File: config.mk
export PLATFORM = sky130hd
export DESIGN_NAME = muldiv_hilo_flat
export DESIGN_NICKNAME = d
export VERILOG_FILES = /design/src/rtl/muldiv_hilo_pkg.sv /design/src/rtl/muldiv_hilo_if.sv /design/src/rtl/muldiv_hilo_div_radix2_step.sv /design/src/rtl/muldiv_hilo.sv /design/src/flat_wrapper.sv
export SDC_FILE = /design/constraint.sdc
export NUM_CORES = 2
export LEC_CHECK = 0
export CAP_MARGIN = 30
export CORE_MARGIN = 1.5
export CORE_UTILIZATION = 45
export CTS_CLUSTER_SIZE = 16
export DETAILED_ROUTE_END_ITERATION = 8
export HOLD_SLACK_MARGIN = 0.15
export PLACE_DENSITY = 0.58
export SLEW_MARGIN = 20
export SYNTH_ARGS = -nofsm -noshare
export SYNTH_HDL_FRONTEND = slang
export SYNTH_SLANG_ARGS = --single-unit
File: constraint.sdc
create_clock -name clk -period 12.25 [get_ports clk]
set_clock_uncertainty 0.15 [all_clocks]
set_input_delay 3.0625 -clock clk [delete_from_list [all_inputs] [get_ports clk]]
set_output_delay 3.0625 -clock clk [all_outputs]
set_load 0.05 [all_outputs]
File: src/rtl/muldiv_hilo_pkg.sv
// Shared definitions for the HI/LO multiply/divide unit.
// Holds the MIPS SPECIAL function codes handled by the unit. It also holds
// the decoded-operation type and the decoder that turns a function code into
// an operation class plus a signedness flag.
package muldiv_hilo_pkg;

    localparam int FUNC_W = 6;

    localparam logic [FUNC_W-1:0] FUNC_MTHI  = 6'h11;
    localparam logic [FUNC_W-1:0] FUNC_MTLO  = 6'h13;
    localparam logic [FUNC_W-1:0] FUNC_MULT  = 6'h18;
    localparam logic [FUNC_W-1:0] FUNC_MULTU = 6'h19;
    localparam logic [FUNC_W-1:0] FUNC_DIV   = 6'h1A;
    localparam logic [FUNC_W-1:0] FUNC_DIVU  = 6'h1B;

    typedef enum logic [2:0] {
        OP_NONE,
        OP_MUL,
        OP_DIV,
        OP_MTHI,
        OP_MTLO
    } op_kind_e;

    typedef struct packed {
        op_kind_e kind;
        logic     isSigned;
    } op_dec_t;

    // Function codes that this unit does not own decode to OP_NONE, so they are ignored.
    function automatic op_dec_t decodeFunc(input logic [FUNC_W-1:0] func);
        op_dec_t d;
        d.kind     = OP_NONE;
        d.isSigned = 1'b0;
        case (func)
            FUNC_MULT:  begin d.kind = OP_MUL;  d.isSigned = 1'b1; end
            FUNC_MULTU: begin d.kind = OP_MUL;  d.isSigned = 1'b0; end
            FUNC_DIV:   begin d.kind = OP_DIV;  d.isSigned = 1'b1; end
            FUNC_DIVU:  begin d.kind = OP_DIV;  d.isSigned = 1'b0; end
            FUNC_MTHI:  d.kind = OP_MTHI;
            FUNC_MTLO:  d.kind = OP_MTLO;
            default:    d.kind = OP_NONE;
        endcase
        return d;
    endfunction

endpackage

File: src/rtl/muldiv_hilo_if.sv
// Request/response bundle between the execute stage and the HI/LO unit.
//   req_valid, func, A, B, alu_res, flush : from pipeline to unit
//   busy, done, hi, lo                    : from unit to pipeline
// The master modport is the pipeline side. The slave modport is the unit side.
interface muldiv_hilo_if
    import muldiv_hilo_pkg::*;
#(
    parameter int WIDTH = 32
);
    logic              req_valid;
    logic [FUNC_W-1:0] func;
    logic [WIDTH-1:0]  A;
    logic [WIDTH-1:0]  B;
    logic [WIDTH-1:0]  alu_res;
    logic              flush;
    logic              busy;
    logic              done;
    logic [WIDTH-1:0]  hi;
    logic [WIDTH-1:0]  lo;

    modport master (
        output req_valid, func, A, B, alu_res, flush,
        input  busy, done, hi, lo
    );

    modport slave (
        input  req_valid, func, A, B, alu_res, flush,
        output busy, done, hi, lo
    );
endinterface

File: src/rtl/muldiv_hilo_div_radix2_step.sv
// One restoring-division step, purely combinational.
//   remainder_i   : partial remainder, always smaller than the divisor
//   dividendBit_i : next dividend bit shifted into the remainder
//   divisor_i     : divisor magnitude
//   remainder_o   : partial remainder after the trial subtract
//   quotientBit_o : 1 when the trial subtract did not go negative
module div_radix2_step #(
    parameter int WIDTH = 32
) (
    input  logic [WIDTH-1:0] remainder_i,
    input  logic             dividendBit_i,
    input  logic [WIDTH-1:0] divisor_i,
    output logic [WIDTH-1:0] remainder_o,
    output logic             quotientBit_o
);
    logic [WIDTH:0] shifted;
    logic [WIDTH:0] diff;

    // One extra bit holds the shifted-out MSB. Because the remainder is below the
    // divisor, a non-negative difference always fits back into WIDTH bits.
    assign shifted       = {remainder_i, dividendBit_i};
    assign diff          = shifted - {1'b0, divisor_i};
    assign quotientBit_o = ~diff[WIDTH];
    assign remainder_o   = quotientBit_o ? diff[WIDTH-1:0] : shifted[WIDTH-1:0];
endmodule

File: src/rtl/muldiv_hilo.sv
// MIPS multiply/divide unit with HI/LO registers.
//   clk, rst : clock, asynchronous active-high reset
//   bus      : slave side of muldiv_hilo_if (request in; busy/done/hi/lo out)
// MULT/MULTU finish in 2 cycles. DIV/DIVU use a radix-2 restoring divider,
// with WIDTH steps and then one sign-fix cycle. MTHI/MTLO write alu_res
// directly. busy stalls the pipeline, and flush abandons the in-flight
// operation without touching HI/LO.
module muldiv_hilo
    import muldiv_hilo_pkg::*;
#(
    parameter int WIDTH = 32
) (
    input  logic             clk,
    input  logic             rst,
    muldiv_hilo_if.slave     bus
);
    localparam logic [1:0] ST_IDLE = 2'd0;
    localparam logic [1:0] ST_MUL  = 2'd1;
    localparam logic [1:0] ST_DIV  = 2'd2;
    localparam logic [1:0] ST_FIX  = 2'd3;

    localparam int CNT_W = $clog2(WIDTH);

    logic [1:0]       state_q,   state_d;
    logic [WIDTH-1:0] opA_q,     opA_d;
    logic [WIDTH-1:0] opB_q,     opB_d;
    logic [WIDTH-1:0] rem_q,     rem_d;
    logic [CNT_W-1:0] cnt_q,     cnt_d;
    logic             signed_q,  signed_d;
    logic             qNeg_q,    qNeg_d;
    logic             rNeg_q,    rNeg_d;
    logic             divZero_q, divZero_d;
    logic [WIDTH-1:0] hi_q,      hi_d;
    logic [WIDTH-1:0] lo_q,      lo_d;
    logic             done_q,    done_d;

    logic             busy;
    logic             accept;
    op_dec_t          dec;
    logic [WIDTH-1:0] magA;
    logic [WIDTH-1:0] magB;
    logic [2*WIDTH-1:0] mulA;
    logic [2*WIDTH-1:0] mulB;
    logic [2*WIDTH-1:0] product;
    logic [WIDTH-1:0] stepRem;
    logic             stepQBit;

    assign busy   = (state_q != ST_IDLE);
    assign accept = bus.req_valid & ~busy & ~bus.flush;
    assign dec    = decodeFunc(bus.func);

    // Signed divides run on magnitudes; the signs are restored in the FIX state.
    assign magA = (dec.isSigned & bus.A[WIDTH-1]) ? -bus.A : bus.A;
    assign magB = (dec.isSigned & bus.B[WIDTH-1]) ? -bus.B : bus.B;

    // Sign- or zero-extend the operands to the full product width. The low 2*WIDTH
    // bits of the product are then right for both MULT and MULTU.
    assign mulA    = {{WIDTH{signed_q & opA_q[WIDTH-1]}}, opA_q};
    assign mulB    = {{WIDTH{signed_q & opB_q[WIDTH-1]}}, opB_q};
    assign product = mulA * mulB;

    // opA_q is the shifting dividend/quotient register. Each step consumes its MSB
    // and shifts the new quotient bit in at the LSB.
    div_radix2_step #(.WIDTH(WIDTH)) u_step (
        .remainder_i   (rem_q),
        .dividendBit_i (opA_q[WIDTH-1]),
        .divisor_i     (opB_q),
        .remainder_o   (stepRem),
        .quotientBit_o (stepQBit)
    );

    // Next-state logic. On divide-by-zero the restoring loop leaves |A| in the
    // remainder. Re-applying the dividend sign therefore gives back raw A, and
    // only the quotient needs the all-ones override.
    always_comb begin
        state_d   = state_q;
        opA_d     = opA_q;
        opB_d     = opB_q;
        rem_d     = rem_q;
        cnt_d     = cnt_q;
        signed_d  = signed_q;
        qNeg_d    = qNeg_q;
        rNeg_d    = rNeg_q;
        divZero_d = divZero_q;
        hi_d      = hi_q;
        lo_d      = lo_q;
        done_d    = 1'b0;

        case (state_q)
            ST_IDLE: begin
                if (accept) begin
                    case (dec.kind)
                        OP_MTHI: hi_d = bus.alu_res;
                        OP_MTLO: lo_d = bus.alu_res;
                        OP_MUL: begin
                            opA_d    = bus.A;
                            opB_d    = bus.B;
                            signed_d = dec.isSigned;
                            state_d  = ST_MUL;
                        end
                        OP_DIV: begin
                            opA_d     = magA;
                            opB_d     = magB;
                            signed_d  = dec.isSigned;
                            qNeg_d    = dec.isSigned & (bus.A[WIDTH-1] ^ bus.B[WIDTH-1]);
                            rNeg_d    = dec.isSigned & bus.A[WIDTH-1];
                            divZero_d = (bus.B == '0);
                            rem_d     = '0;
                            cnt_d     = '0;
                            state_d   = ST_DIV;
                        end
                        default: ;
                    endcase
                end
            end
            ST_MUL: begin
                state_d = ST_IDLE;
                if (!bus.flush) begin
                    hi_d   = product[2*WIDTH-1:WIDTH];
                    lo_d   = product[WIDTH-1:0];
                    done_d = 1'b1;
                end
            end
            ST_DIV: begin
                if (bus.flush) begin
                    state_d = ST_IDLE;
                end else begin
                    rem_d = stepRem;
                    opA_d = {opA_q[WIDTH-2:0], stepQBit};
                    cnt_d = cnt_q + CNT_W'(1);
                    if (cnt_q == CNT_W'(WIDTH - 1)) begin
                        state_d = ST_FIX;
                    end
                end
            end
            ST_FIX: begin
                state_d = ST_IDLE;
                if (!bus.flush) begin
                    hi_d   = rNeg_q ? -rem_q : rem_q;
                    lo_d   = divZero_q ? '1 : (qNeg_q ? -opA_q : opA_q);
                    done_d = 1'b1;
                end
            end
            default: state_d = ST_IDLE;
        endcase
    end

    // State register. Reset clears everything, so HI/LO read zero and no
    // operation survives.
    always_ff @(posedge clk or posedge rst) begin
        if (rst) begin
            state_q   <= ST_IDLE;
            opA_q     <= '0;
            opB_q     <= '0;
            rem_q     <= '0;
            cnt_q     <= '0;
            signed_q  <= 1'b0;
            qNeg_q    <= 1'b0;
            rNeg_q    <= 1'b0;
            divZero_q <= 1'b0;
            hi_q      <= '0;
            lo_q      <= '0;
            done_q    <= 1'b0;
        end else begin
            state_q   <= state_d;
            opA_q     <= opA_d;
            opB_q     <= opB_d;
            rem_q     <= rem_d;
            cnt_q     <= cnt_d;
            signed_q  <= signed_d;
            qNeg_q    <= qNeg_d;
            rNeg_q    <= rNeg_d;
            divZero_q <= divZero_d;
            hi_q      <= hi_d;
            lo_q      <= lo_d;
            done_q    <= done_d;
        end
    end

    assign bus.busy = busy;
    assign bus.done = done_q;
    assign bus.hi   = hi_q;
    assign bus.lo   = lo_q;
endmodule

File: src/flat_wrapper.sv
// flat-port wrapper written by rule: the top's interface ports become plain ports
module muldiv_hilo_flat import muldiv_hilo_pkg::*;
#(
    parameter int WIDTH = 32
)
  (clk, rst, bus_req_valid, bus_func, bus_A, bus_B, bus_alu_res, bus_flush, bus_busy, bus_done, bus_hi, bus_lo);
  muldiv_hilo_if #(.WIDTH(WIDTH)) bus_i ();
  input  logic clk;
  input  logic rst;
  input wire logic [$bits(bus_i.req_valid)-1:0] bus_req_valid;
  input wire logic [$bits(bus_i.func)-1:0] bus_func;
  input wire logic [$bits(bus_i.A)-1:0] bus_A;
  input wire logic [$bits(bus_i.B)-1:0] bus_B;
  input wire logic [$bits(bus_i.alu_res)-1:0] bus_alu_res;
  input wire logic [$bits(bus_i.flush)-1:0] bus_flush;
  output wire logic [$bits(bus_i.busy)-1:0] bus_busy;
  output wire logic [$bits(bus_i.done)-1:0] bus_done;
  output wire logic [$bits(bus_i.hi)-1:0] bus_hi;
  output wire logic [$bits(bus_i.lo)-1:0] bus_lo;
  assign bus_i.req_valid = bus_req_valid;
  assign bus_i.func = bus_func;
  assign bus_i.A = bus_A;
  assign bus_i.B = bus_B;
  assign bus_i.alu_res = bus_alu_res;
  assign bus_i.flush = bus_flush;
  assign bus_busy = bus_i.busy;
  assign bus_done = bus_i.done;
  assign bus_hi = bus_i.hi;
  assign bus_lo = bus_i.lo;
  muldiv_hilo #(.WIDTH(WIDTH)) u_core (.clk(clk), .rst(rst), .bus(bus_i));
endmodule
**After elaboration in Yosys (flattened, before gate mapping)**

Cells that the tools add are included.

- Bits in registers: 172
- Input port bits: 106
- Output and inout bits: 66
- Word-level logic and storage cells: 110

- Add/subtract/negate cells: 6
- Multiply operators: 1
- Equal/unequal tests: 23
- Mux-type cells: 38
- Bitwise operators: 11
- Reductions and logical operators: 19

Operators with widths:

| operator | number |
|---|---|
| $mux 32 | 19 |
| $pmux 32 s2 | 4 |
| $pmux 32 s3 | 2 |
| $neg 32->32 | 4 |
| $mul 33x33->64 | 1 |
| $eq 6x5->1 const B | 6 |
| $sub 33x32->33 | 1 |
| $logic_not 32->1 | 1 |
| $mux 5 | 3 |
| $ne 2x2->1 const B | 6 |
| $pmux 3 s4 | 1 |
| $reduce_and 3->1 | 4 |
| $pmux 5 s2 | 1 |
| $reduce_and 5->1 | 2 |
| $reduce_or 2->1 | 5 |
| $reduce_and 4->1 | 2 |
| $and 1x1->1 | 7 |
| $eq 3x2->1 const B | 2 |
| $mux 2 | 3 |
| $pmux 2 s3 | 1 |
| $reduce_bool 2->1 | 3 |
| $add 5x1->5 const B | 1 |
| $eq 5x5->1 const B | 1 |
| $eq 2x2->1 const B | 2 |
| other kinds (12) | 16 |

**Logic depth before layout (Yosys ltp)**

- Depth after elaboration: 8
- Gate-level depth with buffers: 31
- Mapped depth without buffers: 29

**Hierarchy**

Synthesis repeated with hierarchy kept, for this count alone.

- Cell total of the unflattened synthesis: 5774
- Area, all modules: 50573.5 µm²

Modules (own cells, without submodules):

| module | times used | cells each | area an instance (µm²) | seq. area each (µm²) |
|---|---|---|---|---|
| muldiv_hilo | 1 | 5469 | 48215.0 | 4304.1 |
| div_radix2_step | 1 | 305 | 2358.5 | 0.0 |

**Least setup slack after synthesis**

OpenSTA, ideal clock, no wires.

- Path kind: register to register
- Start point: reg u_core.opA_q[27]
- End point: reg u_core.hi_q[30] (netlist: u_core.bus.hi[30])
- Library setup time: 137 ps
- Data arrival time: 7868 ps
- Required time: 11963 ps
- Path slack: 4095 ps
- Cell stages (with the launch flop): 30
- Path buffers: 2
- Clock period less this slack: 8155 ps
- Cell sequence: dfrtp_1 clkbuf_1 clkbuf_1 and2_1 fa_1 inv_1 fa_1 inv_1 fa_1 inv_1 fa_1 inv_1 fa_1 fa_1 fa_1 inv_1 fa_1 inv_1 ha_1 o21a_1 o21ai_0 or4_1 a21oi_1 nor4_1 o31ai_1 a21oi_1 o311ai_1 xor2_1 a221oi_1 a21oi_1

- Word-level cells in the longest chain between the ends: 3

RTL lines:

| what | line | source |
|---|---|---|
| start: declaration | muldiv_hilo.sv:25 | `logic [WIDTH-1:0] opA_q, opA_d;` |
| start signal: assignment | muldiv_hilo.sv:166 | `opA_q <= opA_d;` |
| $mul 33x33->64 | muldiv_hilo.sv:60 | `assign product = mulA * mulB;` |
| $mux 32 | muldiv_hilo.sv:118 | `if (!bus.flush) begin` |
| $pmux 32 s3 | muldiv_hilo.sv:89 | `case (state_q)` |
| end signal: assignment | muldiv_hilo.sv:174 | `hi_q <= hi_d;` |
| end: declaration | muldiv_hilo.sv:33 | `logic [WIDTH-1:0] hi_q, hi_d;` |

No other way between the ends. The select of a mux whose other input is x is not followed.
A chain may end at the register's enable or synchronous reset.

**Worst setup path after layout**

- Start point: reg u_core.opA_q[0]
- End point: reg u_core.hi_q[30] (netlist: u_core.bus.hi[30])

Same word-level chain as after synthesis.

==> qor.txt <==
Status = finished clean
CORE AREA = 109000 um^2
Hold Slack = 342 ps
Total gr overflow = 0
Post-synth top area share = 45.2%
Buf+Inv Stages, Crit Path = 5
Wirelength per Cell = 23.4 um
DRC viols = 0
IO Port Bufs = 171
H-Tree Depth = 4
Vias in the first global route = 42123
Area Growth Syn to Fin = 7.69%
Flops & latches, synth = 172
Met3 Use GR = 5.06%
Distinct cells, synth = 75
Hold crit path type = register to register
Clock Tree Buf Depth = 2
CTS Hold Buffers Added = 0
Die Y = 336 um
Total CTS buffers = 17
DRT iter0 DRCs = 3047
CP dominant cell by count = fa_1
Initial antenna violation count = 10
Die area = 113000 um^2
Synthesized area per cell = 8.73 um^2
Final Non-Filler Cells = 7159
Commonest non-fill, non-tap cells in the layout = 1190 x inv_1, 1126 x fa_1, 917 x nand2_1
Slew Viols, Final = 0
Routability Congestion = 0.956
Post-DP HPWL = 136000 um
R2R depth = 26
Die Width = 336 um
GR Util met2 = 51.9%
Nets = 7152
Period utilization = 80.2%
Worst hold path depth = 2
Busiest grt layer = met2
Clk_lat worst skew = 520 ps
RSZ-0062 raised after global routing = false
Worst-Margin Slew = 1010 ps
First-pass GRT wire length = 259000 um
Initial Util = 45.6%
Multi-input gate area = 39900 um^2
Required time worst endpoint = 12480 ps
Post-route ant nets = 0
Fin. Hold Viols = 0
Ys async rst share = 100%
Drt first pass iters = 6
Via Count = 39469
CP Capture Type = register
Peak Freq = 102 MHz
Ys Warns = 0
Global Route Usage Sum = 30.9%
CP Max Fanout = 13
Synth top area cells = fa_1 45%, inv_1 9.0%, dfrtp_1 8.6%, nand2_1 6.9%, ha_1 6.3%
Kind of critical path = register to register
Syn nets = 7196
Largest net degree at the start of global routing = 116
Register Area = 4310 um^2
CP delay by family, top = adder cells
Top FF cell, synth = dfrtp_1
TNS Setup = 0 ps
R2R Setup Slk = 2430 ps
Synth area leader = fa_1
Dpl cells = 7122
Final Setup Violations = 0
Buffer count from post-CTS setup fixing = 0
Post-Syn Area = 49900 um^2
CP arrival = 10050 ps
Worst-path clk slew = 90 ps
Post-cts sizing count = 0
I/O pin cnt = 172
Seq/Total Area, Yosys = 8.63%
Levels on crit path = 26
Critical Path Max Stage Delay = 980 ps
CP Launch Type = register
Row count = 121
Clock root cell = clkbuf_16
Fill cells = 10675
Met1 Usage GRT = 39.7%
Layout cells sized above 1 = 3.12%
Slowest CP cell = dfrtp_1
Commonest non-fill, non-tap cell in the layout = inv_1
Number of flops mapped to enable cells by yosys = 0
Max Cap Violations = 0
# clock sinks = 172
Relative slew margins = 32.6%
Vias per cell = 5.51
Final WL = 168000 um
CTS tree = yes
Syn Inst Count = 5713
Min Tclk post-route = 9820 ps
## tightest hold or removal path: stages (launching register included)
cell     delay, ps
dfrtp_1        350
nand2_1         50
o21ai_0         60
## path summary, 6_finish.rpt
check | from | to
setup / recovery | u_core.opA_q[0]$_DFFE_PP0P_ | u_core.bus.hi[30]$_DFFE_PP0P_
min in group asynchronous | rst | u_core.bus.hi[23]$_DFFE_PP0P_
hold / removal | u_core.opB_q[21]$_DFFE_PP0P_ | u_core.opB_q[21]$_DFFE_PP0P_
setup reg to reg | u_core.opA_q[0]$_DFFE_PP0P_ | u_core.bus.hi[30]$_DFFE_PP0P_
max in group asynchronous | rst | u_core.state_q[0]$_DFFE_PP0P_
hold reg to reg | u_core.opB_q[21]$_DFFE_PP0P_ | u_core.opB_q[21]$_DFFE_PP0P_
## sequential cells by signal, summed over array words and instances (netlist names)
signal,count
u_core.divZero_q,1
u_core.signed_q,1
u_core.rNeg_q,1
u_core.bus.done,1
u_core.opA_q,32
u_core.state_q,2
u_core.bus.lo,32
u_core.qNeg_q,1
u_core.opB_q,32
u_core.rem_q,32
u_core.cnt_q,5
u_core.bus.hi,32
## through the flow
| stage | utilization (%) | cell area (um^2) | setup WS (ps) |
|---|---|---|---|
| floorplan | - | 49900 | 4090 |
| global placement | 48.4 | 53000 | 2380 |
| detailed placement | 48.4 | 53000 | 2600 |
| CTS | 49.0 | 53700 | 2600 |
| global route | 49.1 | 53700 | 2210 |
| finish | 49.1 | 53700 | 2430 |
## logic make-up (layout without fill, tap and decap cells)
logic type / count (synthesis) / after routing / synth area share, %
compound gates: 693 / 693 / 8.40
buf+inv: 1532 / 1501 / 11.6
flops: 172 / 172 / 8.63
mux: 36 / 36 / 0.722
fa+ha+maj: 1377 / 1377 / 51.5
xor+xnor: 203 / 203 / 3.56
other cells: 0 / 1 / 0
simple gates: 1700 / 1700 / 15.7
## area by class of cell
| class | instances | area share (%) |
|---|---|---|
| multi-input cells | 4009 | 74.3 |
| inverters | 1192 | 8.34 |
| flip-flops and latches | 172 | 8.02 |
| repair buffers | 277 | 4.76 |
| well taps | 1476 | 3.44 |
| clock buffers | 17 | 0.792 |
| clock inverters | 15 | 0.389 |
| diodes | 1 | 0.00466 |
## metal layers
| layer | wire (um) | up-vias |
|---|---|---|
| met5 | 86 | - |
| li1 | - | 17055 |
| met2 | 81200 | 1404 |
| met1 | 67100 | 20639 |
| met3 | 11300 | 359 |
| met4 | 8100 | 12 |
## cells in the mapped netlist, types with 21 or more instances
master,n
dfrtp_1,172
or3_1,25
mux2i_1,36
buf_1,38
nand3_1,29
nor3_1,27
nor2_1,228
xnor2_1,125
clkbuf_1,296
xor2_1,78
ha_1,251
a21oi_1,197
nand2b_1,21
o31ai_1,34
nor2b_1,27
fa_1,1126
inv_1,1191
a21o_1,44
nand2_1,920
o21ai_0,242
a211oi_1,21
and3_1,31
and2_1,317
Power is left out: the tool's default activity adds up to more than one toggle a clock period on the data nets, which glitch-free logic cannot reach.
